`src/rtl/gb_cpu_common_pkg.sv`:
```
// Shared types and constants for the gb_cpu interrupt path.
//   irq_state_t            : dispatch FSM states
//   IF_ADDR_DEFAULT        : default bus address of the IF register
//   IE_ADDR_DEFAULT        : default bus address of the IE register
//   VECTOR_BASE_DEFAULT    : default vector for interrupt line 0
//   idx_width()            : index width for an N-entry priority encoder
package gb_cpu_common_pkg;

   typedef enum logic [0:0] {
      IRQ_IDLE = 1'b0,
      IRQ_PUSH = 1'b1
   } irq_state_t;

   localparam logic [15:0] IF_ADDR_DEFAULT     = 16'hFF0F;
   localparam logic [15:0] IE_ADDR_DEFAULT     = 16'hFFFF;
   localparam logic [15:0] VECTOR_BASE_DEFAULT = 16'h0040;

   // A one-entry encoder still needs a one-bit index port.
   function automatic int idx_width(input int n);
      return (n > 1) ? $clog2(n) : 1;
   endfunction

endpackage

```
`src/rtl/gb_cpu_irq_prio_enc.sv`:
```
// Combinational priority encoder: lowest set bit wins.
// Ports:
//   req   in  N       request vector, bit 0 highest priority
//   idx   out IDX_W   index of the lowest set bit (0 when none)
//   valid out 1       at least one request bit is set
module gb_cpu_irq_prio_enc
   import gb_cpu_common_pkg::*;
#(
   parameter int N = 5,
   localparam int IDX_W = idx_width(N)
) (
   input  logic [N-1:0]     req,
   output logic [IDX_W-1:0] idx,
   output logic             valid
);

   // Scan downward so the last match written is the lowest index.
   always_comb begin
      idx   = '0;
      valid = 1'b0;
      for (int i = N - 1; i >= 0; i--) begin
         if (req[i]) begin
            idx   = IDX_W'(i);
            valid = 1'b1;
         end
      end
   end

endmodule

```
`src/rtl/gb_cpu_interrupt_ctrl.sv`:
```
// Interrupt controller for the gb_cpu: owns IF, IE and IME, handles the
// delayed EI, and runs the two-step dispatch handshake with the scheduler.
// Ports:
//   clk, reset          machine clock, synchronous active-high reset
//   irq_i               peripheral request lines, sampled every cycle
//   bus_addr_i/wdata_i/we_i   CPU bus write side
//   bus_rdata_o         combinational read data (IF/IE, else 8'hFF)
//   bus_hit_o           address decodes to IF or IE
//   ei_req_i/di_req_i/reti_req_i   IME control from the instruction stream
//   irq_pending_o       IME and an enabled flag: dispatch next
//   wake_o              any enabled flag, ignoring IME (HALT exit)
//   dispatch_i          scheduler began the ISR entry (PC push)
//   vec_req_i           scheduler samples vector_o this cycle
//   vector_o            ISR target, non-zero only on a hitting vec_req_i
//   ime_o               current IME
//   irq_state           dispatch FSM state (observability)
//
// Handshake: dispatch_i is accepted only in IDLE while irq_pending_o is
// high; the FSM then sits in PUSH until vec_req_i, where the priority
// decision is taken from IF&IE in that same cycle (not at dispatch time).
module gb_cpu_interrupt_ctrl
   import gb_cpu_common_pkg::*;
#(
   parameter int          NUM_IRQ       = 5,
   parameter logic [15:0] VECTOR_BASE   = VECTOR_BASE_DEFAULT,
   parameter int          VECTOR_STRIDE = 8,
   parameter logic [15:0] IF_ADDR       = IF_ADDR_DEFAULT,
   parameter logic [15:0] IE_ADDR       = IE_ADDR_DEFAULT,
   parameter int          EI_DELAY      = 1
) (
   input  logic               clk,
   input  logic               reset,
   input  logic [NUM_IRQ-1:0] irq_i,
   input  logic [15:0]        bus_addr_i,
   input  logic [7:0]         bus_wdata_i,
   input  logic               bus_we_i,
   output logic [7:0]         bus_rdata_o,
   output logic               bus_hit_o,
   input  logic               ei_req_i,
   input  logic               di_req_i,
   input  logic               reti_req_i,
   output logic               irq_pending_o,
   output logic               wake_o,
   input  logic               dispatch_i,
   input  logic               vec_req_i,
   output logic [15:0]        vector_o,
   output logic               ime_o,
   output irq_state_t         irq_state
);

   localparam int IDX_W = idx_width(NUM_IRQ);
   localparam int CNT_W = (EI_DELAY < 2) ? 1 : $clog2(EI_DELAY + 1);

   logic [NUM_IRQ-1:0] if_q, if_d;
   logic [7:0]         ie_q;
   logic               ime_q;
   logic [CNT_W-1:0]   cnt_q;
   logic               counting_q;
   irq_state_t         state_q, state_d;

   logic [NUM_IRQ-1:0] active;
   logic [IDX_W-1:0]   hit_idx;
   logic               hit_valid;
   logic               if_sel, ie_sel;
   logic               accept;
   logic               clr_en;
   logic [NUM_IRQ-1:0] clr_mask;

   assign active        = if_q & ie_q[NUM_IRQ-1:0];
   assign wake_o        = |active;
   assign irq_pending_o = ime_q & wake_o;
   assign ime_o         = ime_q;
   assign irq_state     = state_q;

   gb_cpu_irq_prio_enc #(.N(NUM_IRQ)) u_prio (
      .req   (active),
      .idx   (hit_idx),
      .valid (hit_valid)
   );

   // Bus decode and read mux; unimplemented IF bits read as 1.
   assign if_sel    = (bus_addr_i == IF_ADDR);
   assign ie_sel    = (bus_addr_i == IE_ADDR);
   assign bus_hit_o = if_sel | ie_sel;

   always_comb begin
      bus_rdata_o = 8'hFF;
      if (if_sel) begin
         bus_rdata_o[NUM_IRQ-1:0] = if_q;
      end else if (ie_sel) begin
         bus_rdata_o = ie_q;
      end
   end

   assign accept = (state_q == IRQ_IDLE) & dispatch_i & irq_pending_o;

   // FSM next state
   always_comb begin
      state_d = state_q;
      case (state_q)
         IRQ_IDLE: if (accept)    state_d = IRQ_PUSH;
         IRQ_PUSH: if (vec_req_i) state_d = IRQ_IDLE;
         default:                 state_d = IRQ_IDLE;
      endcase
   end

   // FSM outputs: vector and the IF clear that goes with it
   always_comb begin
      vector_o = 16'h0000;
      clr_en   = 1'b0;
      if (state_q == IRQ_PUSH && vec_req_i && hit_valid) begin
         vector_o = VECTOR_BASE + 16'(hit_idx) * 16'(VECTOR_STRIDE);
         clr_en   = 1'b1;
      end
   end

   always_comb begin
      clr_mask = '0;
      if (clr_en) clr_mask[hit_idx] = 1'b1;
   end

   // IF update order: bus write, then dispatch clear, then new requests,
   // so a request always wins against both a write and a clear.
   always_comb begin
      if_d = if_q;
      if (bus_we_i && if_sel) if_d = bus_wdata_i[NUM_IRQ-1:0];
      if_d = (if_d & ~clr_mask) | irq_i;
   end

   always_ff @(posedge clk) begin
      if (reset) begin
         if_q       <= '0;
         ie_q       <= 8'h00;
         ime_q      <= 1'b0;
         cnt_q      <= '0;
         counting_q <= 1'b0;
         state_q    <= IRQ_IDLE;
      end else begin
         if_q    <= if_d;
         state_q <= state_d;
         if (bus_we_i && ie_sel) ie_q <= bus_wdata_i;

         // DI (or an accepted dispatch) dominates every other IME source.
         if (di_req_i || accept) begin
            ime_q      <= 1'b0;
            counting_q <= 1'b0;
         end else begin
            if (ei_req_i) begin
               if (EI_DELAY == 0) begin
                  ime_q <= 1'b1;
               end else begin
                  cnt_q      <= CNT_W'(EI_DELAY);
                  counting_q <= 1'b1;
               end
            end else if (counting_q) begin
               if (cnt_q == CNT_W'(1)) begin
                  ime_q      <= 1'b1;
                  counting_q <= 1'b0;
               end else begin
                  cnt_q <= cnt_q - CNT_W'(1);
               end
            end
            if (reti_req_i) ime_q <= 1'b1;
         end
      end
   end

endmodule

```
`config.mk`:
```
export PLATFORM = sky130hd
export DESIGN_NAME = gb_cpu_interrupt_ctrl
export DESIGN_NICKNAME = d
export VERILOG_FILES = /design/src/rtl/gb_cpu_common_pkg.sv /design/src/rtl/gb_cpu_irq_prio_enc.sv /design/src/rtl/gb_cpu_interrupt_ctrl.sv
export SDC_FILE = /design/constraint.sdc
export NUM_CORES = 1
export LEC_CHECK = 0
export BUFFER_PORTS_ARGS = -buffer_cell sky130_fd_sc_hd__buf_2
export CORE_ASPECT_RATIO = 1.75
export CORE_UTILIZATION = 39
export DETAILED_ROUTE_END_ITERATION = 16
export PLACE_DENSITY = 0.87
export SETUP_SLACK_MARGIN = 0.2
export SLEW_MARGIN = 20
export SYNTH_ARGS = -nofsm -noshare
export SYNTH_HDL_FRONTEND = slang
export SYNTH_HIERARCHICAL = 1
export SYNTH_SLANG_ARGS = --single-unit
export TNS_END_PERCENT = 30
```
`constraint.sdc`:
```
create_clock -name clk -period 1.45 [get_ports clk]
set_input_delay 0 -clock clk [delete_from_list [all_inputs] [get_ports clk]]
set_output_delay 0 -clock clk [all_outputs]
set_load 0.05 [all_outputs]
```
* After elaboration in Yosys (flattened, before gate mapping)
Index checks and enable logic that the tools add are counted.
** Storage, ports and cells
- Register bits :: 17
- Memory bits (read-only) :: 0
- Bits in writable memories :: 0
- Memories :: 0
- Latch bits :: 0
** Operators by class
- Reductions and logical operators :: 13
- Bitwise gates (word level) :: 10
- Shift-type cells :: 0
- Eq/ne operators :: 3
- $mul :: 0
- Div/mod/pow operators :: 0
- Add/subtract/negate cells :: 2
- Muxes and demuxes :: 32
- Order comparisons :: 2
** Operators by type and width (count)
- 16-bit equality test, second input constant :: 2
- 1-bit two-way mux :: 19
- 3-bit two-way mux :: 6
- 8-bit two-way mux :: 2
- 5-bit two-way mux :: 3
- 5-bit bitwise AND :: 2
- 7-bit by 6-bit adder with 8-bit output, first input constant :: 1
- 2-bit nonzero test :: 3
- 1-bit logical AND :: 5
- 5-bit inverter :: 1
- 5-bit OR :: 1
- 5-bit OR reduction :: 1
- 3-bit by 4-bit < comparator with 1-bit output, second input constant :: 1
- 1-bit bitwise AND :: 3
- 1-bit demux with 3-bit select :: 1
- 3-bit by 1-bit greater-or-equal comparator with 1-bit output, second input constant :: 1
- 3-bit AND reduction :: 1
- 2-bit by 1-bit != test with 1-bit output, second input constant :: 1
- 1-bit inverter :: 2
- 1-bit one-hot mux with 2 select lines :: 1
- 2-bit AND reduction :: 1
- 2-bit OR reduction :: 1
- 1-bit logical OR :: 1
- 1-bit OR :: 1
- 1-bit subtractor, second input constant :: 1

* Longest topological paths before layout
- Depth after elaboration :: 14
- Mapped depth :: 7
- Gate-level depth less buffers :: 7

* Hierarchy
Netlist, hierarchy kept.
** By module, submodules not included
- gb_cpu_interrupt_ctrl :: times used 1, cells each 138, area each 1113.6 µm², seq. area each 340.3 µm²
- gb_cpu_irq_prio_enc :: times used 1, cells each 8, area each 48.8 µm², seq. area each 0.0 µm²

* Worst setup path after synthesis
OpenSTA, ideal clock, no wires.
- Kind :: flip-flop to flip-flop
- From :: reg if_q[0]
- To :: reg if_q[1]
- Slack :: -170 ps
- Path buffers :: 0
- Required time :: 1354 ps
- Stages on the path, launching flop included :: 8
- Arrival time :: 1525 ps
- Path through :: dfxtp_1 > and2_1 > nor4_2 > and2_1 > and4b_1 > nand3b_1 > nand3_1 > o311ai_1
** Between the ends
- Word-level cells in the longest chain between the ends :: 10
- Elaborated cells on any way between the ends :: 14
- Classes of those cells :: order compare (2); mux (6); bitwise (4); reduce/logical (2)
** Ends and longest elaborated chain
- from (decl) :: line gb_cpu_interrupt_ctrl.sv:54 : logic [NUM_IRQ-1:0] if_q, if_d;
- from (signal assigned) :: line gb_cpu_interrupt_ctrl.sv:139 : if_q <= if_d;
- 5-bit bitwise AND * :: line gb_cpu_interrupt_ctrl.sv:69 : assign active = if_q & ie_q[NUM_IRQ-1:0];
- via active[0] :: line gb_cpu_interrupt_ctrl.sv:61 : logic [NUM_IRQ-1:0] active;
- 3-bit two-way mux * :: line gb_cpu_irq_prio_enc.sv:22 : if (req[i]) begin
- via hit_idx[2] :: line gb_cpu_interrupt_ctrl.sv:62 : logic [IDX_W-1:0] hit_idx;
- 3-bit by 4-bit < comparator with 1-bit output (not written as such) / 3-bit by 1-bit greater-or-equal comparator with 1-bit output (equally long branches) :: line gb_cpu_interrupt_ctrl.sv:119 : if (clr_en) clr_mask[hit_idx] = 1'b1;
- 1-bit logical AND (not written as such) :: line gb_cpu_interrupt_ctrl.sv:119
- 1-bit two-way mux (not written as such) :: line gb_cpu_interrupt_ctrl.sv:119
- 1-bit demux with 3-bit select * :: line gb_cpu_interrupt_ctrl.sv:119
- 5-bit two-way mux * :: line gb_cpu_interrupt_ctrl.sv:119
- 5-bit inverter * :: line gb_cpu_interrupt_ctrl.sv:127 : if_d = (if_d & ~clr_mask) | irq_i;
- 5-bit bitwise AND * :: line gb_cpu_interrupt_ctrl.sv:127
- 5-bit OR * :: line gb_cpu_interrupt_ctrl.sv:127
The timed path passes the listed nets; every way through them passes the cells marked *.
A chain may end at the register's enable or synchronous reset.

* Final worst setup path
- From :: reg ie_q[3]
- To :: out vector_o[5]
** Between the ends
- Word-level cells in the longest chain between the ends :: 7
- Elaborated cells on any way between the ends :: 12
- Classes of those cells :: add/sub (1); mux (9); bitwise (1); reduce/logical (1)
** Ends and longest elaborated chain
- from (decl) :: line gb_cpu_interrupt_ctrl.sv:55 : logic [7:0] ie_q;
- from (signal assigned) :: line gb_cpu_interrupt_ctrl.sv:141 : if (bus_we_i && ie_sel) ie_q <= bus_wdata_i;
- 5-bit bitwise AND :: line gb_cpu_interrupt_ctrl.sv:69
- via active[3] :: line gb_cpu_interrupt_ctrl.sv:61
- 3-bit two-way mux (4 in a row) :: line gb_cpu_irq_prio_enc.sv:22
- via hit_idx[2] :: line gb_cpu_interrupt_ctrl.sv:62
- 7-bit by 6-bit adder with 8-bit output :: line gb_cpu_interrupt_ctrl.sv:112 : vector_o = VECTOR_BASE + 16'(hit_idx) * 16'(VECTOR_STRIDE);
- 8-bit two-way mux :: line gb_cpu_interrupt_ctrl.sv:111 : if (state_q == IRQ_PUSH && vec_req_i && hit_valid) begin
- to (decl) :: line gb_cpu_interrupt_ctrl.sv:46 : output logic [15:0] vector_o,
The timed path passes the listed nets, and every way through them passes these cells.

==> reports/qor.csv <==
stage,metric,value,unit
setup_path,crit_slowest_cell,dfxtp_2,
setup_path,worstPathCellList,and2_4 -> nor4_4 -> and2_4 -> buf_4 -> buf_4 -> buf_6 -> and2_4 -> buf_8,
timing,fin_crit,1730,ps
layout,ff_latch_area,343,µm²
die,die_h,74.2,µm
die,die_area,3210,µm²
global_route,grt_pass1_vias,1208,
synth,syn_area,1160,µm²
synth,synth_area_per_cell,7.96,µm²
layout,layout_commonest_cell,buf_2,
route,antenna_left,0,
timing,fmax,578,MHz
setup_path,regToRegSetupSlack,-280,ps
timing,fin_setup_tns,-2240,ps
timing,layout_setup_ws,-281,ps
pwr,total_leakage_power,0.782,nW
setup_path,cpMostUsedCell,and2_4,
place,gp_congestion,0.881,
clock_tree,cts.htree.levels,1,
job,cap_violations,0,
die,fp.coreArea,2750,µm²
timing,hold_viol_final,2,
layout,n_antenna_cell,0,
setup_path,critical-path-max-stage-delay,320,ps
synth,synthDistinctLibCells,34,
pwr,intPower,0.760,mW
place,numPortBuffers,53,
layout,nets,258,
timing,period_share,119,%
hold_path,holdPathEnd,if_q[4],
route,via_count,1340,
timing,whs,-9.50,ps
run_status,violations,"hold timing, setup timing",
place,dp_hpwl,2.47,mm
global_route,grt_usage,20.4,%
setup_path,r2r-start,ie_q[3],
setup_path,crit_arrival,1730,ps
pwr,worst_ir_drop_vdd,0.499,mV
setup_path,cp.required,1450,ps
pwr,total_power,1.08,mW
layout,fin_util,61.5,%
clock_tree,cts-root-buf,clkbuf_8,
setup_path,worst_setup_path_end_kind,output pin,
layout,nFillCells,266,
setup_path,cp_num_buf_inv,4,
die,ios,66,
clock_tree,clockBufferDepth,2,
synth,ys_seq_area_share,29.3,%
clock_tree,cts_buffers,3,
layout,layout-drive-gt1-share,43.2,%
hold_path,hp-start,irq_i[4],
die,start_util,42.2,%
global_route,grt_overflow,0,
timing,setup_viol,11,
global_route,grt_max_degree,18,
pwr,p_clk_share,32.6,%
route,post_drt_wl_per_cell,13.1,µm
pwr,seqPwrFrac,46.0,%
run_status,status,finished with violations,
timing,maxSlewViolCount,0,
pwr,p_sw_share,29.3,%
layout,area_growth_syn_to_layout,45.6,%
synth,ys.warnings.count,6,
die,row_count,25,
timing,clock_skew,0.821,ps
setup_path,critPathKind,flop to output pin,
global_route,antenna_found_initial,0,
timing,rsz0062_at_grt,yes,
setup_path,critPathTopFamily,simple AND/OR/NAND/NOR gates,
synth,syn_inst,146,
route,drt_pass1_iterations,4,
route,drc,0,
route,drt_iter0_drc,41,
clock_tree,clkLatencyLatePin,250,ps
die,fp.dieW,43.3,µm
route,drt-total-wl,3.25,mm
layout,final_cell_mix,"buf_2, buf_4, nand3_1, dfxtp_1",
hold_path,holdPathStages,3,
route,vias_per_cell,5.43,
clock_tree,tritoncts,built,
synth,ys_ff_latch,17,
pwr,p_per_area,635,nW/µm²
setup_path,cp_max_fo,2,
hold_path,hold_path.class,primary input to flop,
global_route,grt_pass1_wl,5.15,mm
layout,multi_input_area,737,µm²
clock_tree,cts.sinks,17,
clock_tree,path_clk_slew,70,ps
pwr,pwr-share-comb,21.4,%
setup_path,reg2reg_to,if_q[1],
setup_path,r2r_cells,7,
place,dpl_worst_slack,-262,ps
pwr,p_switching,0.315,mW
setup_path,cp-start-kind,flop,
-- worst max path at each step --
stage                  end  depth (start not counted)  slack (ps)    start
4_1_cts            if_q[1]                          7        -270  if_q[3]
5_1_grt            if_q[1]                          7        -400  ie_q[3]
6_report       vector_o[5]                          8        -280  ie_q[3]
3_3_place_gp       if_q[2]                          7        -190  if_q[3]
2_1_floorplan      if_q[1]                          7        -150  if_q[3]
3_5_place_dp       if_q[1]                          7        -260  if_q[3]
-- Yosys cell counts --
master / instances / share of area (%)
dfxtp_1: 17 / 29
nand3_1: 15 / 6.5
buf_4: 14 / 9.0
a21oi_1: 12 / 5.2
nand2_1: 10 / 3.2
and2_1: 9 / 4.8
o21ai_0: 8 / 3.4
nor2_1: 7 / 2.3
inv_1: 6 / 1.9
o2111ai_1: 5 / 3.8
o22a_1: 5 / 3.8
o311ai_1: 5 / 3.8
and4_1: 4 / 3.0
nand2b_1: 3 / 1.6
or2_2: 3 / 1.6
buf_6: 2 / 1.9
clkbuf_1: 2 / 0.65
nand3b_1: 2 / 1.3
nor3_1: 2 / 0.86
a2111o_1: 1 / 0.97
a222oi_1: 1 / 0.86
a22oi_1: 1 / 0.65
and3_1: 1 / 0.54
and4_2: 1 / 0.86
and4b_1: 1 / 0.86
buf_2: 1 / 0.43
conb_1: 1 / 0.32
nand4_1: 1 / 0.54
nand4_2: 1 / 1.1
nand4_4: 1 / 1.8
nor4_1: 1 / 0.54
nor4_2: 1 / 1.1
o22ai_1: 1 / 0.54
or4_4: 1 / 0.97
-- worst register-to-register path: cells and delay by family (launching register included) --
family	cells	cell delay, ps
AND/OR/NAND/NOR	6	1080
flip-flops	1	320
AO/OA/AOI/OAI	1	230
-- power by group through the flow --
stage / Clock, mW / Combinational (mW) / Sequential, mW
floorplan: 0 / 0.145 / 0.512
detailed placement: 0 / 0.211 / 0.505
CTS: 0.350 / 0.222 / 0.494
global route: 0.367 / 0.247 / 0.496
finish: 0.351 / 0.230 / 0.495
global placement: 0 / 0.208 / 0.504
-- through the flow --
stage | cells | cell area [µm²]
2_1_floorplan | 157 | 1210
3_3_place_gp | 236 | 1500
3_5_place_dp | 236 | 1500
4_1_cts | 246 | 1650
5_1_grt | 247 | 1690
6_report | 247 | 1690
-- cell families (layout without fill, tap and decap cells) --
group	count (synthesis)	count (layout)	synth area share [%]
AND/OR/NAND/NOR	64	64	33.5
buffers and inverters	25	88	14.0
other	1	12	0.323
AO/OA/AOI/OAI	39	39	22.9
flip-flops	17	17	29.3
-- per-layer routing --
layer	up-vias	GRT usage [%]	wire (µm)
met5	-	0	0
met4	0	9.09	93
met3	8	0.728	174
met2	61	38.6	1760
met1	606	22.9	1220
li1	665	-	-
-- area by class of cell --
type | instances | share of cell area [%]
Clock buffer | 3 | 2.44
Tap cell | 27 | 2.00
Sequential cell | 17 | 20.3
Clock inverter | 1 | 0.296
Inverter | 6 | 1.33
Timing Repair Buffer | 78 | 30.2
Multi-Input combinational cell | 115 | 43.5
-- flip-flops by register name (all words and copies together) (netlist names) --
| name | count |
|---|---|
| ime_o | 1 |
| ie_q | 8 |
| counting_q | 1 |
| cnt_q | 1 |
| irq_state | 1 |
| if_q | 5 |
-- repair_timing --
item                       CTS  global route
pin swaps                    3             7
setup endpoints to repair   15            20
hold endpoints to repair     5             0
resized for setup           13            10
buffers inserted             1             1
hold buffers                 5             0
(Power assumes the default switching activity.)
